File: src/rtl/weight_loader_pkg.sv
`default_nettype none
// +--------------------------------------------------------------------+
// | weight_loader_pkg: FSM encoding, layer indices and default network  |
// | dimensions shared by the weight loader and the network top.         |
// | Rev 1.0                                                              |
// +--------------------------------------------------------------------+
package weight_loader_pkg;

    localparam logic [2:0] c_st_idle    = 3'd0;
    localparam logic [2:0] c_st_load_l0 = 3'd1;
    localparam logic [2:0] c_st_load_l1 = 3'd2;
    localparam logic [2:0] c_st_check   = 3'd3;
    localparam logic [2:0] c_st_done    = 3'd4;

    localparam logic LAYER0 = 1'b0;
    localparam logic LAYER1 = 1'b1;

    localparam int c_def_bits_per_word = 8;
    localparam int c_def_l0_n          = 3;
    localparam int c_def_l0_m          = 2;
    localparam int c_def_l1_n          = 3;
    localparam int c_def_l1_m          = 1;
    localparam int c_def_clog2_n       = 2;
    localparam int c_def_clog2_m       = 2;

    function automatic logic [7:0] checksum_add(input logic [7:0] sum, input logic [7:0] word);
        return sum + word;
    endfunction

endpackage
`default_nettype wire

File: src/rtl/weight_loader_addr_counter.sv
`default_nettype none
// +--------------------------------------------------------------------+
// | weight_addr_counter: row/column address counter, column fastest,    |
// | with run-time limits and a terminal-count flag.                     |
// | Rev 1.0                                                              |
// +--------------------------------------------------------------------+
module weight_addr_counter #(
    parameter int N_BITS = 2,
    parameter int M_BITS = 2
) (
    input  logic              clk,
    input  logic              reset,
    input  logic              i_clear,
    input  logic              i_advance,
    input  logic [N_BITS-1:0] i_n_last,
    input  logic [M_BITS-1:0] i_m_last,
    output logic [N_BITS-1:0] o_n,
    output logic [M_BITS-1:0] o_m,
    output logic              o_terminal
);

    logic [N_BITS-1:0] r_n;
    logic [M_BITS-1:0] r_m;
    logic              w_terminal;

    assign w_terminal = (r_n == i_n_last) && (r_m == i_m_last);

    // Wrapping to zero on terminal count hands a clean origin to the next layer.
    always_ff @(posedge clk or posedge reset) begin
        if (reset) begin
            r_n <= '0;
            r_m <= '0;
        end else if (i_clear) begin
            r_n <= '0;
            r_m <= '0;
        end else if (i_advance) begin
            if (w_terminal) begin
                r_n <= '0;
                r_m <= '0;
            end else if (r_m == i_m_last) begin
                r_m <= '0;
                r_n <= r_n + 1'b1;
            end else begin
                r_m <= r_m + 1'b1;
            end
        end
    end

    assign o_n        = r_n;
    assign o_m        = r_m;
    assign o_terminal = w_terminal;

endmodule
`default_nettype wire

File: src/rtl/weight_loader.sv
`default_nettype none
// +--------------------------------------------------------------------+
// | weight_loader: streams signed weight words into the two-layer       |
// | network weight memory. Optional WEIGHT_LOADER_CHECKSUM_EN adds a    |
// | trailing mod-256 checksum word. Rev 1.0                             |
// +--------------------------------------------------------------------+
module weight_loader
    import weight_loader_pkg::*;
#(
    parameter int BITS_PER_WORD       = c_def_bits_per_word,
    parameter int L0_N                = c_def_l0_n,
    parameter int L0_M                = c_def_l0_m,
    parameter int L1_N                = c_def_l1_n,
    parameter int L1_M                = c_def_l1_m,
    parameter int CLOG2_MAX_WEIGHTS_N = c_def_clog2_n,
    parameter int CLOG2_MAX_WEIGHTS_M = c_def_clog2_m
) (
    input  logic                                  clk,
    input  logic                                  reset,
    input  logic                                  start,
    input  logic                                  s_valid,
    output logic                                  s_ready,
    input  logic signed [BITS_PER_WORD-1:0]       s_data,
    output logic                                  weights_en,
    output logic                                  weights_layer_address,
    output logic [CLOG2_MAX_WEIGHTS_N-1:0]        weights_n_address,
    output logic [CLOG2_MAX_WEIGHTS_M-1:0]        weights_m_address,
    output logic signed [BITS_PER_WORD-1:0]       weights_data,
    output logic                                  busy,
    output logic                                  done,
    output logic                                  error
);

    localparam logic [CLOG2_MAX_WEIGHTS_N-1:0] c_l0_n_last = CLOG2_MAX_WEIGHTS_N'(L0_N - 1);
    localparam logic [CLOG2_MAX_WEIGHTS_M-1:0] c_l0_m_last = CLOG2_MAX_WEIGHTS_M'(L0_M - 1);
    localparam logic [CLOG2_MAX_WEIGHTS_N-1:0] c_l1_n_last = CLOG2_MAX_WEIGHTS_N'(L1_N - 1);
    localparam logic [CLOG2_MAX_WEIGHTS_M-1:0] c_l1_m_last = CLOG2_MAX_WEIGHTS_M'(L1_M - 1);
`ifdef WEIGHT_LOADER_CHECKSUM_EN
    localparam logic [2:0] c_st_after_l1 = c_st_check;
`else
    localparam logic [2:0] c_st_after_l1 = c_st_done;
`endif

    logic [2:0]                     r_state;
    logic [2:0]                     w_state_next;
    logic                           w_start;
    logic                           w_accept;
    logic                           w_load_beat;
    logic                           w_layer;
    logic [CLOG2_MAX_WEIGHTS_N-1:0] w_n_last;
    logic [CLOG2_MAX_WEIGHTS_M-1:0] w_m_last;
    logic [CLOG2_MAX_WEIGHTS_N-1:0] w_n;
    logic [CLOG2_MAX_WEIGHTS_M-1:0] w_m;
    logic                           w_terminal;

    logic                           r_wen;
    logic                           r_layer;
    logic [CLOG2_MAX_WEIGHTS_N-1:0] r_n;
    logic [CLOG2_MAX_WEIGHTS_M-1:0] r_m;
    logic signed [BITS_PER_WORD-1:0] r_data;
    logic                           r_done;

    assign w_start     = (r_state == c_st_idle) && start;
    assign s_ready     = (r_state == c_st_load_l0) || (r_state == c_st_load_l1) ||
                         (r_state == c_st_check);
    assign w_accept    = s_valid && s_ready;
    assign w_load_beat = w_accept && ((r_state == c_st_load_l0) || (r_state == c_st_load_l1));
    assign w_layer     = (r_state == c_st_load_l1) ? LAYER1 : LAYER0;
    assign w_n_last    = (w_layer == LAYER1) ? c_l1_n_last : c_l0_n_last;
    assign w_m_last    = (w_layer == LAYER1) ? c_l1_m_last : c_l0_m_last;
    assign busy        = (r_state != c_st_idle) && (r_state != c_st_done);

    weight_addr_counter #(
        .N_BITS (CLOG2_MAX_WEIGHTS_N),
        .M_BITS (CLOG2_MAX_WEIGHTS_M)
    ) u_addr_counter (
        .clk        (clk),
        .reset      (reset),
        .i_clear    (w_start),
        .i_advance  (w_load_beat),
        .i_n_last   (w_n_last),
        .i_m_last   (w_m_last),
        .o_n        (w_n),
        .o_m        (w_m),
        .o_terminal (w_terminal)
    );

    always_comb begin
        w_state_next = r_state;
        case (r_state)
            c_st_idle:    if (start) w_state_next = c_st_load_l0;
            c_st_load_l0: if (w_load_beat && w_terminal) w_state_next = c_st_load_l1;
            c_st_load_l1: if (w_load_beat && w_terminal) w_state_next = c_st_after_l1;
            c_st_check:   if (w_accept) w_state_next = c_st_done;
            c_st_done:    w_state_next = c_st_idle;
            default:      w_state_next = c_st_idle;
        endcase
    end

    always_ff @(posedge clk or posedge reset) begin
        if (reset) begin
            r_state <= c_st_idle;
        end else begin
            r_state <= w_state_next;
        end
    end

    // Write port is a registered copy of the accepted beat; async reset drops a pending write.
    always_ff @(posedge clk or posedge reset) begin
        if (reset) begin
            r_wen   <= 1'b0;
            r_layer <= 1'b0;
            r_n     <= '0;
            r_m     <= '0;
            r_data  <= '0;
            r_done  <= 1'b0;
        end else begin
            r_wen  <= w_load_beat;
            r_done <= (r_state == c_st_done);
            if (w_load_beat) begin
                r_layer <= w_layer;
                r_n     <= w_n;
                r_m     <= w_m;
                r_data  <= s_data;
            end
        end
    end

    assign weights_en            = r_wen;
    assign weights_layer_address = r_layer;
    assign weights_n_address     = r_n;
    assign weights_m_address     = r_m;
    assign weights_data          = r_data;
    assign done                  = r_done;

`ifdef WEIGHT_LOADER_CHECKSUM_EN
    logic [7:0] r_sum;
    logic       r_error;
    logic [7:0] w_word8;

    assign w_word8 = 8'($signed(s_data));

    always_ff @(posedge clk or posedge reset) begin
        if (reset) begin
            r_sum   <= 8'd0;
            r_error <= 1'b0;
        end else if (w_start) begin
            r_sum   <= 8'd0;
            r_error <= 1'b0;
        end else if (w_load_beat) begin
            r_sum <= checksum_add(r_sum, w_word8);
        end else if ((r_state == c_st_check) && w_accept) begin
            r_error <= (checksum_add(r_sum, w_word8) != 8'd0);
        end
    end

    assign error = r_error;
`else
    assign error = 1'b0;
`endif

endmodule
`default_nettype wire

File: config.mk
export PLATFORM = sky130hd
export DESIGN_NAME = weight_loader
export DESIGN_NICKNAME = d
export VERILOG_FILES = /design/src/rtl/weight_loader_pkg.sv /design/src/rtl/weight_loader_addr_counter.sv /design/src/rtl/weight_loader.sv
export SDC_FILE = /design/constraint.sdc
export NUM_CORES = 1
export LEC_CHECK = 0
export BUFFER_PORTS_ARGS = -buffer_cell sky130_fd_sc_hd__buf_2
export CAP_MARGIN = 20
export CORE_MARGIN = 1.5
export CORE_UTILIZATION = 45
export DETAILED_ROUTE_END_ITERATION = 10
export PLACE_DENSITY = 0.82
export SYNTH_ARGS = -nofsm -noshare
export SYNTH_HDL_FRONTEND = slang
export SYNTH_SLANG_ARGS = --single-unit
File: constraint.sdc
create_clock -name clk -period 2.71 [get_ports clk]
set_input_delay 0.542 -clock clk [delete_from_list [all_inputs] [get_ports clk]]
set_output_delay 0.542 -clock clk [all_outputs]
set_load 0.05 [all_outputs]
== Yosys cells after proc, flatten, opt, wreduce, memory -nomap -nowiden ==
Index checks and enable logic that the tools add are counted.

* Mux-type cells: 15
* Div/mod/pow operators: 0
* $add $sub $neg: 2
* $mul: 0
* Equal/unequal tests: 11
* Reductions and logical operators: 14
* Shift operators: 0
* $lt $le $gt $ge: 0
* Bitwise gates (word level): 0

{| class="wikitable"
|+ Operators with widths
! kind !! number
|-
| $mux W2 || 8
|-
| $mux W3 || 4
|-
| $pmux W3 S4 || 1
|-
| $eq A3 B2 Y1 const B || 2
|-
| $logic_and A1 B1 Y1 || 6
|-
| $reduce_bool A3 Y1 || 2
|-
| $add A2 B1 Y2 const B || 2
|-
| $ne A2 B1 Y1 const B || 2
|-
| $ne A2 B2 Y1 const B || 2
|-
| $reduce_and A4 Y1 || 1
|-
| $eq A3 B1 Y1 const B || 1
|-
| $eq A3 B3 Y1 const B || 1
|-
| $logic_not A3 Y1 || 1
|-
| $ne A3 B3 Y1 const B || 1
|-
| $eq A2 B1 Y1 || 1
|-
| $eq A2 B2 Y1 const B || 1
|-
| $logic_or A1 B1 Y1 || 2
|-
| $mux W1 || 2
|-
| $reduce_and A2 Y1 || 1
|-
| $reduce_bool A2 Y1 || 1
|}

* Bits of input ports: 12
* Flip-flop bits (word level): 22
* Bits in latches: 0
* Bits in read-only memories: 0
* Memories kept: 0
* Output and inout port bits: 18
* Bits in writable memories: 0
* Word-level logic and storage cells: 51

== Logic depth before layout (Yosys ltp) ==
* Depth in word-level cells: 8
* Gate-level depth with buffers: 6
* Gate-level depth less buffers: 4

== By module ==
Synthesis repeated with hierarchy kept, for this count alone.

* Cells, all modules: 89
* Area total of the unflattened synthesis: 1,014.7 µm²

{| class="wikitable"
|+ By module, submodules not included
! module !! times used !! area an instance (µm²) !! cells each
|-
| weight_loader || 1 || 744.5 || 57
|-
| weight_addr_counter || 1 || 270.3 || 32
|}

== Worst setup path before layout ==
OpenSTA, ideal clock, no wires.

* Path type: register to output
* Start point: register r_state[0]
* End point: output port s_ready
* Arrival time: 1.156 ns
* Stages on the path, launching flop included: 4
* Path buffers: 1
* Setup slack: 1.012 ns
* Path through: dfrtp_1 -> buf_4 -> nor2_1 -> nor2_1

* Word-level cells in the longest chain between the ends: 3
* Elaborated cells between the ends (all ways): 5

{| class="wikitable"
|+ RTL lines
! item !! RTL line !! RTL
|-
| from (decl) || weight_loader.sv:44 || <nowiki>logic [2:0] r_state;</nowiki>
|-
| from (signal assigned) || weight_loader.sv:102 || <nowiki>r_state <= c_st_idle;</nowiki>
|-
| from (signal assigned) || weight_loader.sv:104 || <nowiki>r_state <= w_state_next;</nowiki>
|-
| $eq A3 B1 Y1 / $eq A3 B2 Y1 (equally long branches) || weight_loader.sv:64 || <nowiki>assign s_ready = (r_state == c_st_load_l0) || (r_state == c_st_load_l1) ||</nowiki>
|-
| $logic_or A1 B1 Y1 || weight_loader.sv:64 ||
|-
| $logic_or A1 B1 Y1 (*) || weight_loader.sv:64 ||
|-
| to (decl) || weight_loader.sv:22 || <nowiki>output logic s_ready,</nowiki>
|}

Every way passes the cells marked *; elsewhere a longest branch is shown, timed or not.

== Final worst setup path ==
* Start point: register r_state[1]
* End point: output port s_ready

Same word-level chain as after synthesis.

==> flow_summary_export.csv <==
group,metric,value,unit
logic_synthesis,ys_warn_count,0,
clocking,clk_latency,0.31,ns
critical_path,crit_required,2.17,ns
clocking,cts-resized-gates,0,
pwr,switchingPower,0.779,mW
global_route,grt_pass1_vias,747,
critical_path,max_stage_delay,0.62,ns
pwr,ir_drop,0.835,mV
logic_synthesis,synth_edf_count,0,
worst_hold_path,hp-class,"in2async",
critical_path,worstSetupPathType,"reg2out",
clocking,ctsHtreeMaxLevel,1,
logic_synthesis,ys.flop_type,"dfrtp_1",
clocking,postCtsSetupRepairBufs,0,
critical_path,worstPathCellList,"nor2_1 -> nor2_1 -> buf_2",
finish,n_antenna_cell,0,
route,avgRoutedWirePerCell,13.3,um
floorplan,fp.dieH,50.5,um
floorplan,num_rows,17,
floorplan,start_util,46.8,%
route,vias,759,
critical_path,cp-end-kind,"primary output",
global_route,overflow,0,
clocking,cts_buffer_depth,2,
clocking,numCtsBuffers,3,
pwr,power_density,1350,mW/mm^2
sta,fin_skew,0.00186,ns
clocking,clock-sinks,22,
logic_synthesis,synth_area,0.00102,sq mm
placement,gp_congestion,0.827,
clocking,root_buffer,"clkbuf_4",
critical_path,startpoint_type,"flip-flop",
floorplan,die_area,0.00255,sq mm
critical_path,critPathSlowestCell,"dfrtp_1",
pwr,clkPwrFrac,15.3,%
global_route,grt.total_usage,16.5,%
critical_path,critical_path_arrival,1.45,ns
logic_synthesis,synth-async-reset-ratio,100,%
run_status,status,"complete, no violations",
critical_path,crit_path_max_fanout,16,
global_route,antenna_found_initial,0,
clocking,postCtsHoldBufs,0,
sta,max-slew-margin-rel,30.3,%
sta,min_period,1.99,ns
route,ant_nets,0,
logic_synthesis,synth_cells,92,
floorplan,ios,30,
logic_synthesis,synth_cell_types,28,
critical_path,crit_top_cell,"nor2_1",
sta,finalHoldViolCount,0,
logic_synthesis,ys_seq_area_share,54.2,%
placement,io_buffers,28,
pwr,comb_power_share,50.7,%
route,drt-initial-drc-count,12,
finish,fin_nets,132,
placement,placed_cell_area,0.00116,sq mm
logic_synthesis,syn_nets,104,
sta,min_period_over_period,73.3,%
clocking,clk_pin_slew,0.12,ns
logic_synthesis,synth_top_area_cell,"dfrtp_1",
logic_synthesis,ys_ff_latch,22,
finish,fin_area,0.00121,sq mm
pwr,static-leakage-power,0.569,nW
logic_synthesis,synth_area_leaders,"dfrtp_1 (54%), mux2_2 (13%), nand2b_1 (2.5%)",
sta,slew_violations,0,
pwr,internal_power,0.852,mW
sta,fin_tns_setup,0,ns
route,drc,0,
pwr,p_seq_share,34.0,%
global_route,grt_pass1_wl,3.11,mm
sta,fmax,503,MHz
route,dr.pass1.iters,4,
logic_synthesis,synth_area_per_cell,11.0,sq um
route,wl,1.96,mm
global_route,grt_max_degree,23,
sta,tightest_slew,1.03,ns
placement,dp_hpwl,1.45,mm
pwr,p_sw_share,47.8,%
logic_synthesis,yosysTopAreaCellShare,54.2,%
finish,layout-drive-gt1-share,38.7,%
clocking,cts_tree,"built",
finish,syn_to_final_growth,19.2,%
run,drv_cap,0,
floorplan,core_area,0.00217,sq mm
sta,setup_violations,0,
route,vias_per_cell,5.16,
sta,rsz0062_at_grt,"false",
floorplan,die_w,50.5,um
cells in the final DEF (no fill, tap or decap), drive strengths merged, types with 2 or more instances in the layout:
cell | Yosys | routed
buf | 5 | 29
dfrtp | 22 | 22
mux2 | 12 | 12
nor2 | 6 | 6
nand2 | 6 | 6
inv | 6 | 6
o21ai | 5 | 5
nand2b | 4 | 4
a21oi | 4 | 4
nand3 | 4 | 4
clkbuf | 1 | 3
or3b | 2 | 2
or3 | 2 | 2
a211o | 2 | 2
Yosys cell counts, types with 2 or more instances:
cell	n
dfrtp_1	22
mux2_2	12
inv_1	6
nand2_1	6
nor2_1	6
o21ai_0	5
a21oi_1	4
nand2b_1	4
nand3_1	4
buf_2	2
buf_4	2
or3_1	2
or3b_1	2
registers in the layout (all words and copies together) (netlist names):
signal                 flops
weights_layer_address      1
weights_m_address          2
u_addr_counter.o_n         2
weights_data               8
done                       1
weights_en                 1
weights_n_address          2
r_state                    3
u_addr_counter.o_m         2
logic make-up after synthesis:
| logic type | share of synthesized area, % |
|---|---|
| xor gates and xnor gates | 0.862 |
| muxes | 13.3 |
| DFF | 54.2 |
| other | 0.369 |
| and+or+nand+nor | 14.0 |
| AOI/OAI and AO/OA | 11.1 |
| buffers and inverters | 6.16 |
worst paths after layout:
kind | from | end | slack, ns | depth (start not counted)
max in group asynchronous | reset | r_state[1]$_DFFE_PP0P_ | 1.87 | 2
setup reg to reg | r_state[1]$_DFFE_PP0P_ | u_addr_counter.o_n[1]$_DFFE_PP0P_ | 0.83 | 4
setup / recovery | r_state[1]$_DFFE_PP0P_ | s_ready | 0.72 | 3
min in group clk | s_data[2] | weights_data[2]$_DFFE_PP0P_ | 0.46 | 2
hold reg to reg | weights_data[5]$_DFFE_PP0P_ | weights_data[5]$_DFFE_PP0P_ | 0.52 | 1
hold / removal | reset | weights_data[6]$_DFFE_PP0P_ | 0.35 | 2
per-layer routing:
metal / routed length, um / share of wire (%) / track usage (%) / vias up
met1: 782 / 40 / 18.6 / 363
met3: 66 / 3.4 / 1.79 / 6
met2: 1070 / 54 / 29.8 / 22
li1: - / - / - / 368
met5: 0 / 0 / 0 / -
met4: 43 / 2.2 / 9.46 / 0
critical path: cells and delay by family (launching register included):
kind,cells,cell delay (ns)
and+or+nand+nor,2,0.24
DFF,1,0.62
buffers and inverters,1,0.27
layout make-up:
| class | instances | area [sq um] |
|---|---|---|
| Timing Repair Buffer | 29 | 148 |
| Clock buffer | 3 | 22.5 |
| Tap cell | 28 | 35.0 |
| Multi-Input combinational cell | 58 | 403 |
| Fill cell | 196 | 958 |
| Sequential cell | 22 | 551 |
| Inverter | 6 | 22.5 |
| Clock inverter | 1 | 30.0 |
per-stage QoR:
| stage | hold WS, ns | cells | total power, mW | setup slack, ns | utilization (%) |
|---|---|---|---|---|---|
| 5_1_grt | 0.422 | 147 | 1.72 | 0.622 | 55.8 |
| 2_1_floorplan | 0.489 | 92 | 1.23 | 1.01 | - |
| 3_3_place_gp | 0.486 | 143 | 1.36 | 0.932 | 53.4 |
| 4_1_cts | 0.382 | 147 | 1.64 | 0.751 | 55.8 |
| 3_5_place_dp | 0.491 | 143 | 1.39 | 0.868 | 53.4 |
| 6_report | 0.355 | 147 | 1.63 | 0.723 | 55.8 |
power by group through the flow:
stage	combinational, mW	sequential, mW	clock, mW
finish	0.827	0.555	0.249
global route	0.870	0.577	0.269
CTS	0.830	0.554	0.254
detailed placement	0.828	0.562	0
global placement	0.805	0.550	0
floorplan	0.401	0.828	0
Note: power is estimated with default switching activity, not from simulation.
